**config.mk**
```make
export PLATFORM = sky130hd
export DESIGN_NAME = sram_dma_ctrl_flat
export DESIGN_NICKNAME = d
export VERILOG_FILES = /design/src/rtl/uc_pkg.sv /design/src/rtl/sram_dma_ctrl_if.sv /design/src/rtl/sram_dma_ctrl.sv /design/src/flat_wrapper.sv
export SDC_FILE = /design/constraint.sdc
export NUM_CORES = 1
export LEC_CHECK = 0
export BUFFER_PORTS_ARGS = -buffer_cell sky130_fd_sc_hd__buf_2
export CAP_MARGIN = 20
export CORE_ASPECT_RATIO = 2
export CORE_MARGIN = 10
export CORE_UTILIZATION = 55
export DETAILED_ROUTE_END_ITERATION = 8
export PLACE_DENSITY = 0.81
export SLEW_MARGIN = 25
export SYNTH_ARGS = -nofsm -noshare
export SYNTH_HDL_FRONTEND = slang
export SYNTH_SLANG_ARGS = --single-unit
export TNS_END_PERCENT = 1
```
**constraint.sdc**
```tcl
create_clock -name clk -period 6.4 [get_ports clk]
set_input_delay 1.28 -clock clk [delete_from_list [all_inputs] [get_ports clk]]
set_output_delay 1.28 -clock clk [all_outputs]
set_load 0.02 [all_outputs]
```
**src/rtl/uc_pkg.sv**
```systemverilog
// Shared definitions for the SRAM DMA controller: FSM state encoding and command opcodes.
package uc_pkg;

  typedef enum logic [1:0] {
    ST_IDLE = 2'd0,
    ST_RD   = 2'd1,
    ST_WR   = 2'd2,
    ST_DONE = 2'd3
  } state_t;

  localparam logic OP_FILL = 1'b0;
  localparam logic OP_COPY = 1'b1;

endpackage

```
**src/rtl/sram_dma_ctrl_if.sv**
```systemverilog
// Point-to-point SRAM bus between the DMA controller (master) and a sram_256x8-style memory (slave).
interface sram_dma_ctrl_if #(
  parameter int ADDR_W = 8,
  parameter int DATA_W = 8
);
  logic              sram_write_en;
  logic [ADDR_W-1:0] sram_addr;
  logic [DATA_W-1:0] sram_data_out;
  logic [DATA_W-1:0] sram_data_in;

  modport master (
    output sram_write_en,
    output sram_addr,
    output sram_data_out,
    input  sram_data_in
  );

  modport slave (
    input  sram_write_en,
    input  sram_addr,
    input  sram_data_out,
    output sram_data_in
  );
endinterface

```
**src/rtl/sram_dma_ctrl.sv**
```systemverilog
// FILL/COPY DMA engine for a single-port async-read SRAM; one byte per WR cycle,
// COPY interleaves a RD cycle before every write so overlapping ranges behave byte-serially.
module sram_dma_ctrl
  import uc_pkg::*;
#(
  parameter int ADDR_W = 8,
  parameter int DATA_W = 8
) (
  input  logic              clk,
  input  logic              arst,
  input  logic              clk_valid,
  input  logic              start,
  input  logic              op,
  input  logic [ADDR_W-1:0] src_addr,
  input  logic [ADDR_W-1:0] dst_addr,
  input  logic [ADDR_W-1:0] len,
  input  logic [DATA_W-1:0] fill_data,
  input  logic              abort,
  output logic              busy,
  output logic              done,
  output logic              aborted,
  output logic [DATA_W-1:0] checksum,
  sram_dma_ctrl_if.master   sram
);

  state_t            r_state;
  state_t            w_state_nxt;
  logic [ADDR_W-1:0] r_src;
  logic [ADDR_W-1:0] r_dst;
  logic [ADDR_W-1:0] r_remain;
  logic [DATA_W-1:0] r_buf;
  logic [DATA_W-1:0] r_fill;
  logic              r_op;
  logic              r_aborted;
  logic [DATA_W-1:0] r_checksum;

  logic              w_last;
  logic [DATA_W-1:0] w_wdata;
  logic              w_busy;
  logic              w_done;
  logic              w_we;
  logic [ADDR_W-1:0] w_addr;
  logic [DATA_W-1:0] w_dout;

  assign w_last  = (r_remain == ADDR_W'(1));
  assign w_wdata = (r_op == OP_COPY) ? r_buf : r_fill;

  always_ff @(posedge clk or posedge arst) begin
    if (arst) begin
      r_state <= ST_IDLE;
    end else begin
      r_state <= w_state_nxt;
    end
  end

  always_comb begin
    w_state_nxt = r_state;
    w_busy      = 1'b1;
    w_done      = 1'b0;
    w_we        = 1'b0;
    w_addr      = r_dst;
    w_dout      = '0;
    unique case (r_state)
      ST_IDLE: begin
        w_busy = 1'b0;
        if (clk_valid && start) begin
          if (len == '0)            w_state_nxt = ST_DONE;
          else if (op == OP_COPY)   w_state_nxt = ST_RD;
          else                      w_state_nxt = ST_WR;
        end
      end
      ST_RD: begin
        w_addr = r_src;
        if (clk_valid) w_state_nxt = abort ? ST_DONE : ST_WR;
      end
      ST_WR: begin
        w_we   = 1'b1;
        w_dout = w_wdata;
        if (clk_valid) begin
          if (w_last || abort)      w_state_nxt = ST_DONE;
          else if (r_op == OP_COPY) w_state_nxt = ST_RD;
          else                      w_state_nxt = ST_WR;
        end
      end
      ST_DONE: begin
        w_done = 1'b1;
        if (clk_valid) w_state_nxt = ST_IDLE;
      end
      default: w_state_nxt = ST_IDLE;
    endcase
  end

  // Datapath registers follow the same clk_valid gating as the state register.
  always_ff @(posedge clk or posedge arst) begin
    if (arst) begin
      r_src      <= '0;
      r_dst      <= '0;
      r_remain   <= '0;
      r_buf      <= '0;
      r_fill     <= '0;
      r_op       <= OP_FILL;
      r_aborted  <= 1'b0;
      r_checksum <= '0;
    end else if (clk_valid) begin
      unique case (r_state)
        ST_IDLE: begin
          if (start) begin
            r_src      <= src_addr;
            r_dst      <= dst_addr;
            r_remain   <= len;
            r_fill     <= fill_data;
            r_op       <= op;
            r_aborted  <= 1'b0;
            r_checksum <= '0;
          end
        end
        ST_RD: begin
          if (abort) r_aborted <= 1'b1;
          else       r_buf     <= sram.sram_data_in;
        end
        ST_WR: begin
          r_checksum <= r_checksum + w_wdata;
          r_src      <= r_src + ADDR_W'(1);
          r_dst      <= r_dst + ADDR_W'(1);
          r_remain   <= r_remain - ADDR_W'(1);
          if (abort) r_aborted <= 1'b1;
        end
        default: ;
      endcase
    end
  end

  assign busy               = w_busy;
  assign done               = w_done;
  assign aborted            = r_aborted;
  assign checksum           = r_checksum;
  assign sram.sram_write_en = w_we;
  assign sram.sram_addr     = w_addr;
  assign sram.sram_data_out = w_dout;

endmodule

```
**src/flat_wrapper.sv**
```systemverilog
// flat-port wrapper written by rule: the top's interface ports become plain ports
module sram_dma_ctrl_flat import uc_pkg::*;
#(
  parameter int ADDR_W = 8,
  parameter int DATA_W = 8
)
  (clk, arst, clk_valid, start, op, src_addr, dst_addr, len, fill_data, abort, busy, done, aborted, checksum, sram_sram_write_en, sram_sram_addr, sram_sram_data_out, sram_sram_data_in);
  sram_dma_ctrl_if #(.ADDR_W(ADDR_W), .DATA_W(DATA_W)) sram_i ();
  input  logic clk;
  input  logic arst;
  input  logic clk_valid;
  input  logic start;
  input  logic op;
  input  logic [ADDR_W-1:0] src_addr;
  input  logic [ADDR_W-1:0] dst_addr;
  input  logic [ADDR_W-1:0] len;
  input  logic [DATA_W-1:0] fill_data;
  input  logic abort;
  output logic busy;
  output logic done;
  output logic aborted;
  output logic [DATA_W-1:0] checksum;
  output wire logic [$bits(sram_i.sram_write_en)-1:0] sram_sram_write_en;
  output wire logic [$bits(sram_i.sram_addr)-1:0] sram_sram_addr;
  output wire logic [$bits(sram_i.sram_data_out)-1:0] sram_sram_data_out;
  input wire logic [$bits(sram_i.sram_data_in)-1:0] sram_sram_data_in;
  assign sram_sram_write_en = sram_i.sram_write_en;
  assign sram_sram_addr = sram_i.sram_addr;
  assign sram_sram_data_out = sram_i.sram_data_out;
  assign sram_i.sram_data_in = sram_sram_data_in;
  sram_dma_ctrl #(.ADDR_W(ADDR_W), .DATA_W(DATA_W)) u_core (.clk(clk), .arst(arst), .clk_valid(clk_valid), .start(start), .op(op), .src_addr(src_addr), .dst_addr(dst_addr), .len(len), .fill_data(fill_data), .abort(abort), .busy(busy), .done(done), .aborted(aborted), .checksum(checksum), .sram(sram_i));
endmodule
```
==> results by stage <==
Logic synthesis:
- The async set-or-reset flop fraction in the synthesized netlist is 100%.
- Among all flip-flop cells after synthesis, the most frequent one is sky130_fd_sc_hd__dfrtp_1.
- The number of nets in the synthesized netlist is 406.
- The mean instance size in the synthesized netlist is 9.41 µm².
- The synthesized instance count is 344.
- The register area share after synthesis is 40.2%.
- The synthesized design contains 0 enable-type register cells.
- After synthesis, the cell types taking the most area are sky130_fd_sc_hd__dfrtp_1 (40%), sky130_fd_sc_hd__mux2_2 (9.7%), sky130_fd_sc_hd__a21oi_1 (6.0%), sky130_fd_sc_hd__ha_1 (5.8%), sky130_fd_sc_hd__nand2_1 (4.4%).
- The top-area cell type share of the netlist area is 40.2%.
- The flop and latch count out of synthesis is 52.
- The largest area contributor in the netlist is sky130_fd_sc_hd__dfrtp_1.
- The Yosys step of the flow raised 0 warnings.
- Synthesis instantiated 51 different standard cells from the library.
- The area of the mapped netlist is 3240 µm².

STA:
- The clock skew after layout is 0.00733 ns.
- The worst path needs 3.24 ns of the cycle, external delays included.
- The worst-case setup margin in the final layout is 3.16 ns.
- The final count of pins violating max slew came to 0.
- Measured against its own limit, the worst slew margin works out to 44.9%.
- The setup total negative slack is 0 ns.
- The final critical path takes up 50.6% of the cycle.
- The maximum frequency from static timing analysis is 309 MHz.
- For the pin with the worst max-slew slack, the measured transition is 0.825 ns.
- Setup violations remaining at the end of the flow were counted as 0.
- The count of final hold-check violations is 0.
- Setup repair after global routing left no endpoint under its margin.

Clocking:
- After clock tree synthesis, the setup repair step added 0 buffers.
- The total of cells resized after clock tree synthesis is 0.
- CTS placed an instance of sky130_fd_sc_hd__clkbuf_16 at the clock tree root.
- The clock-pin transition on the worst setup and hold timing paths is 0.07 ns.
- The clock passes through at most 2 buffers.
- For this design, the sink count on the clock tree is 52.
- The clock latency on the worst-skew pair is 0.29 ns.
- In this run the number of H-tree levels came out at 2.
- The hold-fix buffer count after cts is 0.
- TritonCTS built the clock tree.
- The total CTS buffers is 5.

Job:
- The number of violations of the max-capacitance limit is 0.

Place:
- The congestion estimate from routability-driven global placement came to 0.870.
- At the placement stage, the worst setup path has a slack of 3.52 ns.
- The half-perimeter wire length after detailed placement is 6430 µm.
- During placement, the flow inserted port buffers numbering 73.

Drt:
- The iteration count of the initial detailed-routing pass is 6.
- Wires add up to 8540 µm.
- The number of violations reported at the end of detailed-routing iteration 0 is 294.
- The via density per instance is 6.02.
- The average routed wire per standard cell is 18.2 µm.
- Across all layers, the routed design uses 2816 vias.
- The number of routed nets with antenna violations is 0.
- For this run, design rule violations remaining after detail routing come to 0.

Worst setup path:
- The worst setup path is launched from a flop.
- The critical path is of the reg -> out type.
- The critical path startpoint is u_core.r_state[0].
- At the worst endpoint, the arrival time is 1.96 ns.
- The endpoint type of the worst setup path is an output port.
- The startpoint identified for the worst register-to-register timing path is u_core.r_state[0].
- The biggest fanout along the worst timing path is 76.
- For the worst setup path, the data required time is 5.12 ns.

Power and ir drop:
- VDD sags by at most 417 µV.
- Total power for the finished layout comes to 2090 µW.
- The power density relative to cell area is 557 nW/µm².
- The standby leakage power is 0.00173 µW.

Final layout:
- The total of fill cells in the finished design is 464.
- The post-layout net count is 468.
- The post-route netlist has 29.0% of its cells at a drive strength greater than 1.
- The synthesis-to-finish area growth is 16.1%.
- The repair_antennas step left the layout with diodes totalling 0.

Global route:
- The number of global-route vias before repair is 2938.
- The first global-routing pass estimated 14100 µm of wire.
- The global-route usage over all layers is 18.1%.
- The number of antenna violations at the first check in global routing came to 0.
- Global routing finished with a remaining overflow of 0.
- The largest net degree at the start of global routing is 77.

Die:
- The die covers 9540 µm².
- The placeable core area is 5710 µm².
- The die is 129 µm tall.
- The number of top-level pins is 74.
- The number of cell rows is 39.
- The die width is 74.3 µm.
- The effective utilization at floorplan is 56.7%.

Min path:
- In this run the worst hold path is classified as reg -> reg.
- In this run the most critical hold path is launched from u_core.r_fill[3].

Outcome:
- The run finished with clean final reports.
[final cells by class]
type / instances / area [µm²] / area share [%]
inverter: 10 / 40.0 / 1.07
sequential: 52 / 1300 / 34.6
timing repair buffer: 74 / 373 / 9.92
clock inverter: 2 / 17.5 / 0.466
multi-input combinational: 263 / 1810 / 48.2
clock buffer: 6 / 139 / 3.70
tap: 61 / 76.3 / 2.03
[placed cells by master (no fill, tap or decap), types with 6 or more instances in the layout]
cell type	synthesis	final
sky130_fd_sc_hd__o22ai_1	9	9
sky130_fd_sc_hd__or3_1	6	6
sky130_fd_sc_hd__o21ai_1	13	13
sky130_fd_sc_hd__nand2_1	38	38
sky130_fd_sc_hd__nor2_1	9	9
sky130_fd_sc_hd__inv_1	10	9
sky130_fd_sc_hd__nand3_1	23	23
sky130_fd_sc_hd__a21oi_1	39	39
sky130_fd_sc_hd__ha_1	15	14
sky130_fd_sc_hd__dfrtp_1	52	52
sky130_fd_sc_hd__buf_2	7	73
sky130_fd_sc_hd__mux2i_1	6	6
sky130_fd_sc_hd__o21ai_0	10	10
sky130_fd_sc_hd__mux2_2	28	28
sky130_fd_sc_hd__and2_1	9	8
[sequential cells by signal, indices dropped and copies added (netlist names)]
| signal | count |
|---|---|
| u_core.r_buf | 8 |
| u_core.r_state | 2 |
| u_core.r_src | 8 |
| u_core.checksum | 8 |
| u_core.r_remain | 8 |
| u_core.aborted | 1 |
| u_core.r_op | 1 |
| u_core.r_dst | 8 |
| u_core.r_fill | 8 |
[worst max-delay path, stage by stage (launching register included)]
cell and delay [ns]:
sky130_fd_sc_hd__dfrtp_1 0.41, sky130_fd_sc_hd__inv_1 0.09, sky130_fd_sc_hd__ha_2 0.19, sky130_fd_sc_hd__buf_4 0.54, sky130_fd_sc_hd__and2b_2 0.25, sky130_fd_sc_hd__buf_2 0.16
[routing by layer]
layer	global-route usage, %	vias up	share of wire [%]
li1	-	1368	-
met1	19.8	1318	37
met2	31.7	109	53
met3	4.46	21	6.8
met4	7.47	0	2.9
met5	0	-	0
[synthesized netlist by cell type (5+ instances only)]
cell	count
sky130_fd_sc_hd__ha_1	15
sky130_fd_sc_hd__inv_1	10
sky130_fd_sc_hd__and2_1	9
sky130_fd_sc_hd__nand2b_1	5
sky130_fd_sc_hd__o22ai_1	9
sky130_fd_sc_hd__o21ai_0	10
sky130_fd_sc_hd__nand2_1	38
sky130_fd_sc_hd__buf_2	7
sky130_fd_sc_hd__clkbuf_1	8
sky130_fd_sc_hd__mux2i_1	6
sky130_fd_sc_hd__nor2_1	9
sky130_fd_sc_hd__a21oi_1	39
sky130_fd_sc_hd__o21ai_1	13
sky130_fd_sc_hd__nand3_1	23
sky130_fd_sc_hd__dfrtp_1	52
sky130_fd_sc_hd__mux2_2	28
sky130_fd_sc_hd__mux2_1	5
sky130_fd_sc_hd__or3_1	6
[report_power, final]
group	total [µW]	internal [µW]	switching [µW]
registers	647	487	160
clock network	287	159	128
logic	1160	499	660
total	2090	1150	948
[stage by stage]
step	utilization, %	instance area [µm²]	std cells	hold WS, ns
2_1_floorplan	-	3240	344	0.460
3_3_place_gp	63.0	3600	460	0.470
3_5_place_dp	63.1	3600	460	0.478
4_1_cts	65.8	3760	468	0.495
5_1_grt	65.8	3760	468	0.509
6_report	65.8	3760	468	0.491
[final timing paths]
kind | to | slack, ns | cells past startpoint
worst max-delay path | sram_sram_data_out[7] | 3.16 | 5
worst min-delay path | u_core.r_fill[3] | 0.49 | 1
worst max register to register | u_core.checksum[7] | 3.71 | 7
worst min register to register | u_core.r_fill[3] | 0.49 | 1
max in group asynchronous | u_core.r_op | 4.88 | 2
min in group asynchronous | u_core.checksum[3] | 1.07 | 2
[cell families (layout without fill, tap and decap cells)]
group | after synthesis | after routing | share of synthesized area (%)
fa+ha+maj | 16 | 16 | 6.41
xor+xnor | 4 | 4 | 1.08
flops | 52 | 52 | 40.2
compound gates | 93 | 93 | 17.1
buf+inv | 29 | 92 | 3.98
mux | 40 | 40 | 14.0
simple gates | 110 | 110 | 17.2
(Power assumes the default switching activity.)
